===== src/rtl/viterbi_pkg.sv =====
// Shared types and defaults for the Viterbi decoder frame sequencer,
// traceback unit and trellis/decoded-bit memories.
package viterbi_pkg;

    typedef enum logic [2:0] {
        ST_IDLE,
        ST_ACQ,
        ST_FLUSH,
        ST_TRACE,
        ST_OUT
    } vit_ctrl_state_t;

    localparam int FRAME_LEN_DEF = 256;
    localparam int ACS_LAT_DEF   = 2;
    localparam int TB_LAT_DEF    = 1;

    function automatic int vit_addr_w(input int frame_len);
        return (frame_len < 2) ? 1 : $clog2(frame_len);
    endfunction

endpackage


===== src/rtl/vit_delay_line.sv =====
// Fixed-latency pipeline with synchronous clear; DEPTH=0 is a plain wire.
module vit_delay_line #(
    parameter int WIDTH = 1,
    parameter int DEPTH = 1
) (
    input  logic             clk,
    input  logic             rst,
    input  logic [WIDTH-1:0] d_i,
    output logic [WIDTH-1:0] q_o
);

    generate
        if (DEPTH == 0) begin : g_wire
            logic unused_clk_rst;
            assign unused_clk_rst = clk ^ rst;
            assign q_o = d_i;
        end else begin : g_pipe
            logic [WIDTH-1:0] stage_q [DEPTH];

            always_ff @(posedge clk) begin
                if (rst) begin
                    for (int i = 0; i < DEPTH; i++) begin
                        stage_q[i] <= '0;
                    end
                end else begin
                    stage_q[0] <= d_i;
                    for (int i = 1; i < DEPTH; i++) begin
                        stage_q[i] <= stage_q[i-1];
                    end
                end
            end

            assign q_o = stage_q[DEPTH-1];
        end
    endgenerate

endmodule


===== src/rtl/viterbi_frame_ctrl.sv =====
// Frame sequencer: acquire pairs, flush ACS pipeline, trace back,
// then stream decoded bits out in forward order.
module viterbi_frame_ctrl
    import viterbi_pkg::*;
#(
    parameter int FRAME_LEN = FRAME_LEN_DEF,
    parameter int ACS_LAT   = ACS_LAT_DEF,
    parameter int TB_LAT    = TB_LAT_DEF,
    localparam int AW       = vit_addr_w(FRAME_LEN)
) (
    input  logic          clk,
    input  logic          rst,
    input  logic          in_valid,
    output logic          in_ready,
    output logic          acs_en,
    output logic          acs_init,
    output logic          tm_we,
    output logic [AW-1:0] tm_waddr,
    output logic          tb_start,
    output logic          tb_en,
    output logic [AW-1:0] tm_raddr,
    output logic          dec_we,
    output logic [AW-1:0] dec_waddr,
    output logic          out_valid,
    input  logic          out_ready,
    output logic [AW-1:0] dec_raddr,
    output logic          out_last,
    output logic          busy,
    output logic          frame_done
);

    // One counter serves every phase; it is reloaded on each transition.
    localparam int CW = $clog2(FRAME_LEN + ACS_LAT + TB_LAT + 1) + 1;

    localparam logic [CW-1:0] WR_LAST  = CW'(FRAME_LEN - 1);
    localparam logic [CW-1:0] FL_LAST  = CW'(ACS_LAT - 1);
    localparam logic [CW-1:0] TB_STEPS = CW'(FRAME_LEN);
    localparam logic [CW-1:0] TR_LAST  = CW'(FRAME_LEN + TB_LAT - 1);
    localparam logic [AW-1:0] A_LAST   = AW'(FRAME_LEN - 1);

    vit_ctrl_state_t state_q, state_d;
    logic [CW-1:0]   cnt_q, cnt_d;
    logic            done_q, done_d;
    logic            tb_en_c;
    logic [AW-1:0]   raddr_c;
    logic [AW:0]     dly_out;

    always_ff @(posedge clk) begin
        if (rst) begin
            state_q <= ST_IDLE;
            cnt_q   <= '0;
            done_q  <= 1'b0;
        end else begin
            state_q <= state_d;
            cnt_q   <= cnt_d;
            done_q  <= done_d;
        end
    end

    always_comb begin
        state_d   = state_q;
        cnt_d     = cnt_q;
        done_d    = 1'b0;
        in_ready  = 1'b0;
        acs_en    = 1'b0;
        acs_init  = 1'b0;
        tm_we     = 1'b0;
        tm_waddr  = '0;
        tb_start  = 1'b0;
        tb_en_c   = 1'b0;
        raddr_c   = '0;
        out_valid = 1'b0;
        dec_raddr = '0;
        out_last  = 1'b0;
        if (!rst) begin
            unique case (state_q)
                ST_IDLE: begin
                    in_ready = 1'b1;
                    if (in_valid) begin
                        acs_en   = 1'b1;
                        acs_init = 1'b1;
                        tm_we    = 1'b1;
                        state_d  = ST_ACQ;
                        cnt_d    = CW'(1);
                    end
                end
                ST_ACQ: begin
                    in_ready = 1'b1;
                    tm_waddr = cnt_q[AW-1:0];
                    if (in_valid) begin
                        acs_en = 1'b1;
                        tm_we  = 1'b1;
                        if (cnt_q == WR_LAST) begin
                            state_d = ST_FLUSH;
                            cnt_d   = '0;
                        end else begin
                            cnt_d = cnt_q + CW'(1);
                        end
                    end
                end
                ST_FLUSH: begin
                    if (cnt_q == FL_LAST) begin
                        state_d = ST_TRACE;
                        cnt_d   = '0;
                    end else begin
                        cnt_d = cnt_q + CW'(1);
                    end
                end
                ST_TRACE: begin
                    tb_start = (cnt_q == '0);
                    tb_en_c  = (cnt_q < TB_STEPS);
                    // Idle address is zero so the delayed tail stays clean.
                    if (tb_en_c) begin
                        raddr_c = A_LAST - cnt_q[AW-1:0];
                    end
                    if (cnt_q == TR_LAST) begin
                        state_d = ST_OUT;
                        cnt_d   = '0;
                    end else begin
                        cnt_d = cnt_q + CW'(1);
                    end
                end
                ST_OUT: begin
                    out_valid = 1'b1;
                    dec_raddr = cnt_q[AW-1:0];
                    out_last  = (cnt_q == WR_LAST);
                    if (out_ready) begin
                        if (cnt_q == WR_LAST) begin
                            state_d = ST_IDLE;
                            cnt_d   = '0;
                            done_d  = 1'b1;
                        end else begin
                            cnt_d = cnt_q + CW'(1);
                        end
                    end
                end
                default: state_d = ST_IDLE;
            endcase
        end
    end

    vit_delay_line #(
        .WIDTH (AW + 1),
        .DEPTH (TB_LAT)
    ) u_dly (
        .clk (clk),
        .rst (rst),
        .d_i ({tb_en_c, raddr_c}),
        .q_o (dly_out)
    );

    assign tb_en      = tb_en_c;
    assign tm_raddr   = raddr_c;
    assign dec_we     = !rst && dly_out[AW];
    assign dec_waddr  = rst ? '0 : dly_out[AW-1:0];
    assign busy       = !rst && (state_q != ST_IDLE);
    assign frame_done = !rst && done_q;

endmodule


===== config.mk =====
export PLATFORM = sky130hd
export DESIGN_NAME = viterbi_frame_ctrl
export DESIGN_NICKNAME = d
export VERILOG_FILES = /design/src/rtl/viterbi_pkg.sv /design/src/rtl/vit_delay_line.sv /design/src/rtl/viterbi_frame_ctrl.sv
export SDC_FILE = /design/constraint.sdc
export NUM_CORES = 1
export LEC_CHECK = 0
export ABC_AREA = 1
export BUFFER_PORTS_ARGS = -buffer_cell sky130_fd_sc_hd__buf_2
export CORE_AREA = 8 8 81 62
export DETAILED_ROUTE_END_ITERATION = 10
export DIE_AREA = 0 0 89 70
export PLACE_DENSITY_LB_ADDON = 0.3
export SLEW_MARGIN = 20
export SYNTH_ARGS = -nofsm -noshare
export SYNTH_HDL_FRONTEND = slang
export SYNTH_SLANG_ARGS = --single-unit

===== constraint.sdc =====
create_clock -name clk -period 2 [get_ports clk]
set_input_delay 0.6 -clock clk [delete_from_list [all_inputs] [get_ports clk]]
set_output_delay 0.6 -clock clk [all_outputs]
set_load 0.01 [all_outputs]

Yosys cells after proc, flatten, opt, wreduce, memory -nomap -nowiden
Memory sizes are Yosys's and may differ from the RTL's.
Cells that the tools add are included.
{ "totals": {"latchBits": 0, "register_bits": 14, "rom_bits": 0, "output_inout_bits": 43, "inputBits": 4, "word_cells": 80, "memories": 1, "ram_bits": 9} }
{ "mem_list": {"columns": ["name", "words", "width", "rd", "rd_clocked_by_memory_dff", "wr", "line_no", "source"], "rows": [
  ["u_dly.g_pipe.stage_q", 1, 9, 1, 0, 1, "vit_delay_line.sv:18", "logic [WIDTH-1:0] stage_q [DEPTH];"]
]} }
{ "classes": {"n_mux": 44, "reduce_logical": 13, "mul": 0, "div_mod_pow": 0, "magnitude_cmp": 1, "bitwise_logic": 2, "n_shift": 0, "n_eq_ne": 14, "addsub": 2} }
{ "op_table": {"columns": ["cell", "count"], "rows": [
  ["2-to-1 mux 8 bit", 8],
  ["2-to-1 mux 10 bit", 6],
  ["one-hot mux 10 bit (5 select lines)", 1],
  ["2-to-1 mux 3 bit", 7],
  ["2-to-1 mux 1 bit", 20],
  ["one-hot mux 3 bit (5 select lines)", 1],
  ["!= test 2 bit, second input constant", 7],
  ["adder 10 x 1 -> 10 bit, second input constant", 1],
  ["equality test 10 x 1 -> 1 bit, second input constant", 1],
  ["equality test 10 x 8 -> 1 bit, second input constant", 1],
  ["equality test 10 x 9 -> 1 bit, second input constant", 1],
  ["logical NOT 10 bit", 1],
  ["< comparator 10 x 9 -> 1 bit, second input constant", 1],
  ["2-to-1 mux 9 bit", 1],
  ["OR reduction 9 bit", 1],
  ["subtractor 8 bit, first input constant", 1],
  ["AND reduction 7 bit", 1],
  ["equality test 3 x 2 -> 1 bit, second input constant", 2],
  ["nonzero test 5 bit", 1],
  ["AND reduction 4 bit", 1],
  ["equality test 3 x 1 -> 1 bit, second input constant", 1],
  ["equality test 3 bit, second input constant", 1],
  ["logical AND 1 bit", 3],
  ["logical NOT 3 bit", 1],
  ["5 further kinds", 6]
]} }

Longest topological paths before layout
Gate-level depths: netlist of the first run.
{ "logic_depth": {"depth_word": 5, "mapped_depth": 11, "ltp_nobuf": 11} }

Hierarchy
Synthesis of the first run repeated with hierarchy kept, for this count alone.
{ "hier_totals": {"cells_unflattened": 239, "hier_area_um2": 1508.9} }
{ "modules_own_cells": {"columns": ["mod", "n_inst", "seq_area_each_um2", "area_each_um2", "cells_per_inst"], "rows": [
  ["viterbi_frame_ctrl", 1, 280.3, 1249.9, 211],
  ["vit_delay_line", 1, 180.2, 259.0, 28]
]} }

Least setup slack after synthesis of the first run
No wires, ideal clock.
{ "synth_path": {"path_type": "input to output", "startpoint": "in rst", "endpoint": "out tb_start", "stages": 5, "required_time_ps": 1400, "path_buffers": 2, "setup_slack_ps": -96, "arrival_ps": 1496, "cell_sequence": "clkbuf_1 -> nor3_2 -> inv_2 -> buf_6 -> nor2_1"} }
{ "synth_via": {"elab_chain_cells": 1} }
{ "synth_lines": {"columns": ["element", "line_no", "source"], "rows": [
  ["from (decl)", "viterbi_frame_ctrl.sv:12", "input logic rst,"],
  ["2-to-1 mux 1 bit", "viterbi_frame_ctrl.sv:75", "if (!rst) begin"],
  ["to (decl)", "viterbi_frame_ctrl.sv:19", "output logic tb_start,"]
]} }
Every way passes these cells.

Worst setup path after layout of the first run
{ "layout_path": {"startpoint": "reg state_q[2]", "endpoint": "out tm_raddr[6]"} }
{ "layout_via": {"elab_chain_cells": 3} }
{ "layout_lines": {"columns": ["element", "line_no", "source"], "rows": [
  ["from (decl)", "viterbi_frame_ctrl.sv:41", "vit_ctrl_state_t state_q, state_d;"],
  ["from (signal assigned)", "viterbi_frame_ctrl.sv:54", "state_q <= state_d;"],
  ["equality test 3 x 2 -> 1 bit", "viterbi_frame_ctrl.sv:76", "unique case (state_q)"],
  ["2-to-1 mux 8 bit", "viterbi_frame_ctrl.sv:76", null],
  ["2-to-1 mux 8 bit", "viterbi_frame_ctrl.sv:75", null],
  ["to (decl)", "viterbi_frame_ctrl.sv:21", "output logic [AW-1:0] tm_raddr,"]
]} }
Every way passes these cells.

==> results of run 1 <==
worst max-delay path: cells and delay by family (launching register included):
kind                   cells  cell delay [ns]
flip-flops                 1             0.37
buffers and inverters      3             0.40
AND/OR/NAND/NOR            3             0.53
stage by stage:
| stage | setup WS [ns] | TNS, ns | cells |
|---|---|---|---|
| final | -0.174 | -2.19 | 344 |
| after global routing | -0.310 | -5.04 | 344 |
| after CTS | -0.192 | -2.26 | 340 |
| after detailed placement | 0.0790 | 0 | 331 |
| after global placement | 0.108 | 0 | 331 |
| after floorplan | 0.0221 | 0 | 230 |
placed cells by master (no fill, tap or decap), drive strengths merged:
cell type | netlist | layout
ha | 3 | 3
nand2 | 41 | 41
nor3 | 12 | 12
xor2 | 2 | 2
buf | 4 | 64
dfxtp | 23 | 23
a31oi | 1 | 1
clkinv | 0 | 1
clkinvlp | 0 | 1
o21ai | 9 | 9
nand4 | 1 | 1
nor2 | 72 | 72
and2 | 1 | 1
a21oi | 5 | 5
clkbuf | 3 | 3
inv | 41 | 41
nand3 | 12 | 12
power by group through the flow:
stage	Sequential (W)	Clock, W	Combinational, W
floorplan	0.000562	0	0.000625
finish	0.000558	0.000296	0.00100
global placement	0.000565	0	0.000846
CTS	0.000559	0.000307	0.000946
global route	0.000566	0.000325	0.00111
detailed placement	0.000567	0	0.000847
worst min path at each step:
stage                     startpoint                         end  slack [ns]  cells after the start
after floorplan             cnt_q[7]  u_dly.g_pipe.stage_q[0][7]        0.44                      1
after global placement      cnt_q[7]  u_dly.g_pipe.stage_q[0][7]        0.47                      1
after detailed placement    cnt_q[7]  u_dly.g_pipe.stage_q[0][7]        0.47                      1
after CTS                   cnt_q[7]  u_dly.g_pipe.stage_q[0][7]        0.49                      1
after global routing        cnt_q[7]  u_dly.g_pipe.stage_q[0][7]        0.53                      1
final                       cnt_q[3]  u_dly.g_pipe.stage_q[0][3]        0.50                      1
flip-flops by register name (all words and copies together) (netlist names):
name and flops:
done_q 1, state_q 3, u_dly.g_pipe.stage_q 9, cnt_q 10
metal layers:
layer,vias to the layer above,wire length [µm]
met1,704,1900
met5,-,0
li1,815,-
met3,6,410
met2,47,1750
met4,0,42
final cells by class:
class,instances,share of cell area
repair buffers,64,0.193
multi-input cells,159,0.423
flip-flops and latches,23,0.242
well taps,52,0.0336
repair inverters,1,0.00388
clock buffers,3,0.0213
clock inverters,1,0.00259
inverters,41,0.0809
kinds of logic (layout without fill, tap and decap cells):
kind of cell               Yosys count  in the layout
AOI/OAI and AO/OA                   15             15
adders and majority gates            3              3
and+or+nand+nor                    139            139
DFF                                 23             23
xor gates and xnor gates             2              2
buffers and inverters               48            110
repair_timing:
action	CTS	global route
resized for setup	21	8
buffers inserted	4	4
endpoints found under the setup margin	25	29
pin swaps	3	1
gates cloned	1	0
==> results.md, run 1 <==
- CP startpoint: state_q[2]
- Crit Path Max Fanout: 5
- Switching Share: 0.452
- Sequential area share after synthesis: 0.327
- DR WL/cell: 11.9 µm
- Met2 usage: 0.196
- Tcrit/Tclk final: 1.09
- Element type at the critical path start: register
- Largest net degree at the start of global routing: 17
- Placed instance area: 1730 µm²
- Die Y-Extent: 70 µm
- Critical-path cell list: nor3_4 > inv_2 > nor3_4 > clkinvlp_4 > nor2_1 > buf_2
- Final GP Congestion: 0.904
- DRC viols: 0
- Post-synthesis adder-cell area fraction: 0.0267
- Most common cell type on the critical path: nor3_4
- Post-DR vias/cell: 4.57
- Max VDD drop: 0.000394 V
- Initial core utilization: 0.374
- HPWL Detailed: 3.16 mm
- Final net count: 300
- Failing checks: setup timing
- Leak: 1.02 nW
- Post-synthesis mux area share: 0
- Worst EP arrival: 1.57 ns
- Number of enable flip-flop cells after synthesis: 0
- Clock latency on the worst-skew pair: 0.27 ns
- Setup-failing EPs final: 19
- Final max-slew violation count: 0
- Gate Count Post-Synth: 230
- Largest family of logic cells by synthesized area: simple AND/OR/NAND/NOR gates
- DRT antenna net count: 0
- Worst hold-check path type: reg2reg
- I/O pin count: 47
- Die area: 6230 µm²
- Setup crit end kind: output pin
- Number of cells on the worst reg-to-reg path: 11
- Root Driver: clkbuf_8
- Fill cells: 399
- Actual slew at the worst max-slew pin: 0.277 ns
- Fmax: 460 MHz
- Total congestion overflow: 0
- Largest cells by area after synthesis: dfxtp_1, nor2_1, inv_1, nand2_1, nand3_1
- Final hold viol count: 0
- Clock power share: 0.159
- Sequential power share: 0.300
- Vias in the first global route: 1314
- Reg2reg end: cnt_q[8]
- Synth top area share: 0.327
- Total vias in the final route: 1572
- Area Overhead vs Synth: 37.5%
- Area leader, netlist: dfxtp_1
- Asr flop ratio synth: 0
- R2R Setup Slk: 0.33 ns
- Distinct cells, synth: 24
- Initial antenna violation count: 0
- Routed WL: 4.10 mm
- Core box area: 3760 µm²
- Area of the multi-input gates: 818 µm²
- Top FF cell, synth: dfxtp_1
- Overall Power: 0.00186 W
- Syn Area/Cell: 6.11 µm²
- Pwr dens: 961 nW/µm²
- Die Width: 89 µm
- Comb power frac: 0.541
- Fin crit period: 2.17 ns
- Clk_skew: 0.0123 ns
- H-Tree Level Count: 1
- Sink Count: 23
- # port buffers: 46
- Met3 GRT Util: 0.0409
- Sw Pwr: 0.000840 W
- Compound-Gate Fraction of Synth Area: 0.0543
- Status: finished with violations
- Hold_buf cts: 0
- Pre-Repair DR Iteration Count: 5
- First DRT Iteration DRCs: 112
- Crit path largest cell delay: 0.37 ns
- Num CTS Buffers: 3
- M1 GR Usage: 0.167
- CP Class: reg2out
- Crit path max-delay cell type: dfxtp_4
- Grt peak-use layer: met2
- Synth Area in Simple Gates: 0.433
- Layout cells sized above 1: 0.370
- Setup slack after layout: -0.174 ns
- Final Instance Area: 1930 µm²
- CP required: 1.40 ns
- Setup crit end: tm_raddr[6]
- Register Area: 468 µm²
- Cell Int Power: 0.00102 W
- Mapped cell area: 1410 µm²
- Maxcap violations: 0
- Max_slew headroom: 0.814
- Final Core Density: 0.515
- First-pass GRT wire length: 6.42 mm
- Reg2reg start: cnt_q[0]
- GRT Overall Usage: 0.129
- Max clock buf depth: 2
- Unrepaired setup endpoints after global routing: true
- Count leader, synth: nor2_1
- Register bit total from synthesis: 23
- # rows: 19
- # diodes: 0
- Worst hold margin: 0.504 ns
- Clock transition at the registers of the reported paths: 0.09 ns
- Syn Nets: 237
- CTS tree: yes
- Top cells by count, synth: nor2_1, inv_1, nand2_1
- Ys Warns: 0
- Xor-xnor portion of the synthesized cell area: 0.0125
(Power assumes the default switching activity.)
==> run 2: changes to the inputs <==
--- a/config.mk
+++ b/config.mk
@@ -7,11 +7,12 @@
 export LEC_CHECK = 0
 export ABC_AREA = 1
 export BUFFER_PORTS_ARGS = -buffer_cell sky130_fd_sc_hd__buf_2
-export CORE_AREA = 8 8 81 62
+export CORE_AREA = 8 8 84 64
 export DETAILED_ROUTE_END_ITERATION = 10
-export DIE_AREA = 0 0 89 70
+export DIE_AREA = 0 0 92 72
 export PLACE_DENSITY_LB_ADDON = 0.3
 export SLEW_MARGIN = 20
 export SYNTH_ARGS = -nofsm -noshare
 export SYNTH_HDL_FRONTEND = slang
+export SYNTH_HIERARCHICAL = 1
 export SYNTH_SLANG_ARGS = --single-unit
==> constraint.sdc (replaced) <==
create_clock -name clk -period 1.88 [get_ports clk]
set_input_delay 0.564 -clock clk [delete_from_list [all_inputs] [get_ports clk]]
set_output_delay 0.564 -clock clk [all_outputs]
set_load 0.01 [all_outputs]
==> results.md, run 2 <==
- Status: finished with violations
- Failing checks: setup timing
- Fmax: 477 MHz
- GRT Overall Usage: 0.136
- CP Class: reg2out
- Gate Count Post-Synth: 239
- DRC viols: 0
- Critical path depth: 8
- Ys Warns: 6
- # port buffers: 46
- Max clock buf depth: 2
- Initial core utilization: 0.368
- Sink Count: 23
- Max VDD drop: 0.000783 V
- Num CTS Buffers: 3
- CTS tree: yes
- Final max-slew violation count: 0
- Total vias in the final route: 1660
- Layout cells sized above 1: 0.466
- Unrepaired setup endpoints after global routing: true
- Setup crit end kind: output pin
- Synth top area share: 0.305
- First DRT Iteration DRCs: 116
- Vias in the first global route: 1433
- Element type at the critical path start: register
- Top flop regs: cnt_q: 10 flops, u_dly/g_pipe.stage_q: 9 flops, state_q: 3 flops
- Count leader, synth: nor2_1
- Top delay family on crit path: buffers and inverters
- Area Overhead vs Synth: 57.8%
- H-Tree Level Count: 1
- Max_slew headroom: 0.775
- Die Y-Extent: 72 µm
- Number of cells on the worst reg-to-reg path: 9
- Critical-path cell list: inv_2 > nor3_4 > inv_2 > nor3_4 > buf_6 > inv_6 > nor2_2 > buf_2
- Placed insts: 352
- Asr flop ratio synth: 0
- Die area: 6620 µm²
- Largest cells by area after synthesis: dfxtp_1, nor2_1, inv_1, nand2_1, nand3_1
- Worst EP arrival: 1.53 ns
- Hold_buf cts: 0
- Routed WL: 4.80 mm
- Final hold viol count: 0
- Distinct cells, synth: 32
- Clock transition at the registers of the reported paths: 0.09 ns
- Sequential area share after synthesis: 0.305
- HPWL Detailed: 3.45 mm
- Layout Cells excl Fill: 366
- Crit path largest cell delay: 0.34 ns
- Mapped cell area: 1510 µm²
- Core box area: 4100 µm²
- Syn Nets: 246
- Crit path buf inv count: 5
- Top FF cell, synth: dfxtp_1
- Setup slack after layout: -0.217 ns
- Tcrit/Tclk final: 1.12
- Leak: 1.05 nW
- Worst Hold Depth: 2
- Area leader, netlist: dfxtp_1
- Crit Path Max Fanout: 4
- Setup-failing EPs final: 27
- # rows: 20
- Register bit total from synthesis: 23
- Largest reg by FF count: cnt_q
- Number of enable flip-flop cells after synthesis: 0
- Max reg flops: 10
- DR WL/cell: 13.1 µm
- Commonest non-fill, non-tap cell in the layout: nor2_1
- Pwr dens: 1040 nW/µm²
- Maxcap violations: 0
- Fin crit period: 2.10 ns
- Setup TNS: -3.53 ns
- Post-DR vias/cell: 4.54
- Final net count: 319
- DRT antenna net count: 0
- Final Core Density: 0.580
- Crit path max-delay cell type: dfxtp_2
- Final GP Congestion: 0.900
- Clk_skew: 0.00501 ns
- Largest net degree at the start of global routing: 14
- Worst hold-check path type: reg2reg
- Root Driver: clkbuf_8
- Total congestion overflow: 0
- Die Width: 92 µm
- Place WS: -0.0624 ns
- Most frequent cells in the layout: nor2_1, inv_1, nand2_1
- Actual slew at the worst max-slew pin: 0.337 ns
- Initial antenna violation count: 0
- First-pass GRT wire length: 7.34 mm
- Clock latency on the worst-skew pair: 0.27 ns
- Top cells by count, synth: nor2_1, inv_1, nand2_1
- # diodes: 0
- Pre-Repair DR Iteration Count: 5
- CP required: 1.32 ns
- Syn Area/Cell: 6.31 µm²
- I/O pin count: 47
## run 2: report_power, final
part | leakage [nW] | internal (W) | switching (W)
clock network | 0.0255 | 0.000148 | 0.000169
logic | 0.830 | 0.000622 | 0.000935
registers | 0.190 | 0.000553 | 0.0000476
total | 1.05 | 0.00132 | 0.00115
## run 2: cells by family (layout without fill, tap and decap cells)
kind of cell,after synthesis,in the layout,synth area share
simple gates,143,144,0.448
buf+inv,54,125,0.148
flops,23,23,0.305
compound gates,12,12,0.0514
xor+xnor,4,4,0.0232
fa+ha+maj,3,3,0.0249
## run 2: final timing paths
check,start,endpoint,slack (ns)
worst max-delay path,state_q[0],tb_start,-0.22
worst min register to register,cnt_q[6],cnt_q[6],0.55
worst min-delay path,cnt_q[6],cnt_q[6],0.55
worst max register to register,cnt_q[1],cnt_q[5],0.16
## run 2: cell type report
cell class | instances | area, µm²
fillers | 383 | 1720
multi-input cells | 163 | 1030
repair buffers | 72 | 556
flip-flops and latches | 23 | 474
inverters | 47 | 189
well taps | 55 | 68.8
clock buffers | 3 | 41.3
repair inverters | 2 | 15.0
clock inverters | 1 | 5.00
## run 2: tightest hold or removal path, cell delays in order (launching register included)
cell     delay, ns
dfxtp_2       0.38
nand2_1       0.08
a21oi_1       0.05
## run 2: repair_timing
action                     4_1_cts  5_1_grt
buffers inserted                 2        6
cloned                           2        1
setup endpoints to repair       30       32
gates resized for setup         49       36
pin swaps                        8        7
## run 2: layer usage
| metal | share of wire | vias to the layer above | GRT usage |
|---|---|---|---|
| met5 | 0 | - | 0 |
| met4 | 0.0052 | 0 | 0.0214 |
| met3 | 0.094 | 4 | 0.0464 |
| met2 | 0.42 | 62 | 0.197 |
| met1 | 0.48 | 729 | 0.190 |
| li1 | - | 865 | - |
## run 2: stage by stage
stage                     cell area [µm²]  total power [W]  hold WS, ns
after floorplan                      1520          0.00141        0.507
final                                2380          0.00247        0.549
after global routing                 2380          0.00265        0.572
after detailed placement             1940          0.00178        0.544
after global placement               1940          0.00178        0.545
after CTS                            2190          0.00231        0.531
==> run 3: changes to the inputs <==
--- a/config.mk
+++ b/config.mk
@@ -10,7 +10,7 @@
 export CORE_AREA = 8 8 84 64
 export DETAILED_ROUTE_END_ITERATION = 10
 export DIE_AREA = 0 0 92 72
-export PLACE_DENSITY_LB_ADDON = 0.3
+export PLACE_DENSITY = 0.61
 export SLEW_MARGIN = 20
 export SYNTH_ARGS = -nofsm -noshare
 export SYNTH_HDL_FRONTEND = slang
==> results.md, run 3 (synthesis results as in run 2) <==
- CP required: 1.32 ns
- I/O pin count: 47
- Num CTS Buffers: 3
- Crit Path Max Fanout: 5
- First DRT Iteration DRCs: 109
- Clock latency on the worst-skew pair: 0.27 ns
- Sequential power share: 0.259
- Element type at the critical path start: register
- Setup slack after layout: -0.178 ns
- Worst hold margin: 0.537 ns
- Sw Pwr: 0.00106 W
- Initial antenna violation count: 0
- Die Y-Extent: 72 µm
- Die Width: 92 µm
- Worst Hold Depth: 2
- CP Class: reg2out
- Final hold viol count: 0
- Status: finished with violations
- Top flop regs: cnt_q: 10 flops, u_dly/g_pipe.stage_q: 9 flops, state_q: 3 flops
- Core box area: 4100 µm²
- Final Instance Area: 2210 µm²
- Fin crit period: 2.06 ns
- Total vias in the final route: 1632
- Total congestion overflow: 0
- Failing checks: setup timing
- Die area: 6620 µm²
- Actual slew at the worst max-slew pin: 0.324 ns
- Clk_skew: 0.00592 ns
- Post-DR vias/cell: 4.50
- Fmax: 486 MHz
- Leak: 1.00 nW
- Max clock buf depth: 2
- Number of cells on the worst reg-to-reg path: 11
- Clock power share: 0.135
- Sink Count: 23
- Overall Power: 0.00232 W
- H-Tree Level Count: 1
- Pwr dens: 1050 nW/µm²
- Tcrit/Tclk final: 1.09
- GRT Overall Usage: 0.134
- Layout cells sized above 1: 0.448
- # port buffers: 46
- Final GP Congestion: 0.898
- Place WS: -0.0338 ns
- Final net count: 316
- Cell Int Power: 0.00125 W
- Maxcap violations: 0
- # diodes: 0
- Switching Share: 0.459
- CTS tree: yes
- DRT antenna net count: 0
- Setup crit end kind: output pin
- Hold_buf cts: 0
- Worst hold-check path type: reg2reg
- Unrepaired setup endpoints after global routing: true
- Max VDD drop: 0.000858 V
- Max_slew headroom: 0.784
- Vias in the first global route: 1504
- Area Overhead vs Synth: 46.2%
- Clock transition at the registers of the reported paths: 0.09 ns
- Initial core utilization: 0.368
- First-pass GRT wire length: 7.33 mm
- Root Driver: clkbuf_8
- Routed WL: 4.45 mm
- Final Core Density: 0.538
- Largest net degree at the start of global routing: 20
- Final max-slew violation count: 0
- Max reg flops: 10
- Worst EP arrival: 1.49 ns
- Largest reg by FF count: cnt_q
- DRC viols: 0
- Comb power frac: 0.606
- # rows: 20
- Setup-failing EPs final: 21
- DR WL/cell: 12.3 µm
- Pre-Repair DR Iteration Count: 4
- Placed instance area: 1920 µm²
- Commonest non-fill, non-tap cell in the layout: nor2_1
- Most frequent cells in the layout: nor2_1, inv_1, buf_2
- HPWL Detailed: 3.49 mm
-- run 3: critical path: stages (launching register included) --
cell and delay [ns]:
dfxtp_2 0.33, buf_4 0.15, nor2_4 0.11, nand2_2 0.08, nor2_4 0.18, clkinv_4 0.13
nor2_1 0.10, buf_2 0.14
-- run 3: path summary, 6_finish.rpt --
kind	start	endpoint	slack, ns
setup reg to reg	state_q[0]	cnt_q[3]	0.15
hold / removal	cnt_q[6]	cnt_q[6]	0.54
hold reg to reg	cnt_q[6]	cnt_q[6]	0.54
setup / recovery	state_q[0]	dec_raddr[3]	-0.18
-- run 3: repair_timing --
item                                    4_1_cts  5_1_grt
endpoints found under the setup margin       31       39
pin swaps                                     5        1
setup buffers                                 5        3
resized for setup                            37       19
gates cloned                                  1        0
-- run 3: stage by stage --
stage / setup TNS [ns] / cells
after floorplan: -0.343 / 239
after global placement: -0.0134 / 352
after detailed placement: -0.145 / 352
after CTS: -2.46 / 362
after global routing: -5.00 / 363
final: -2.96 / 363
-- run 3: cell type report --
type	count	area (µm²)
clock inverter	1	5.00
fill	415	1900
tap	55	68.8
timing repair buffer	71	470
multi-input combinational	162	958
sequential	23	469
inverter	47	184
timing repair inverter	1	8.76
clock buffer	3	41.3
-- run 3: power groups by stage --
| stage | combinational [W] | sequential (W) | clock [W] |
|---|---|---|---|
| floorplan | 0.000800 | 0.000608 | 0 |
| global placement | 0.00117 | 0.000591 | 0 |
| detailed placement | 0.00117 | 0.000591 | 0 |
| CTS | 0.00133 | 0.000598 | 0.000325 |
| global route | 0.00152 | 0.000608 | 0.000345 |
| finish | 0.00140 | 0.000601 | 0.000312 |
-- run 3: metal layers --
metal  up-vias  GRT usage  wire length (µm)
met5         -          0                 0
met4         0     0.0196                10
met3         2     0.0464               358
met2        45      0.201              1800
met1       733      0.182              2280
li1        852          -                 -
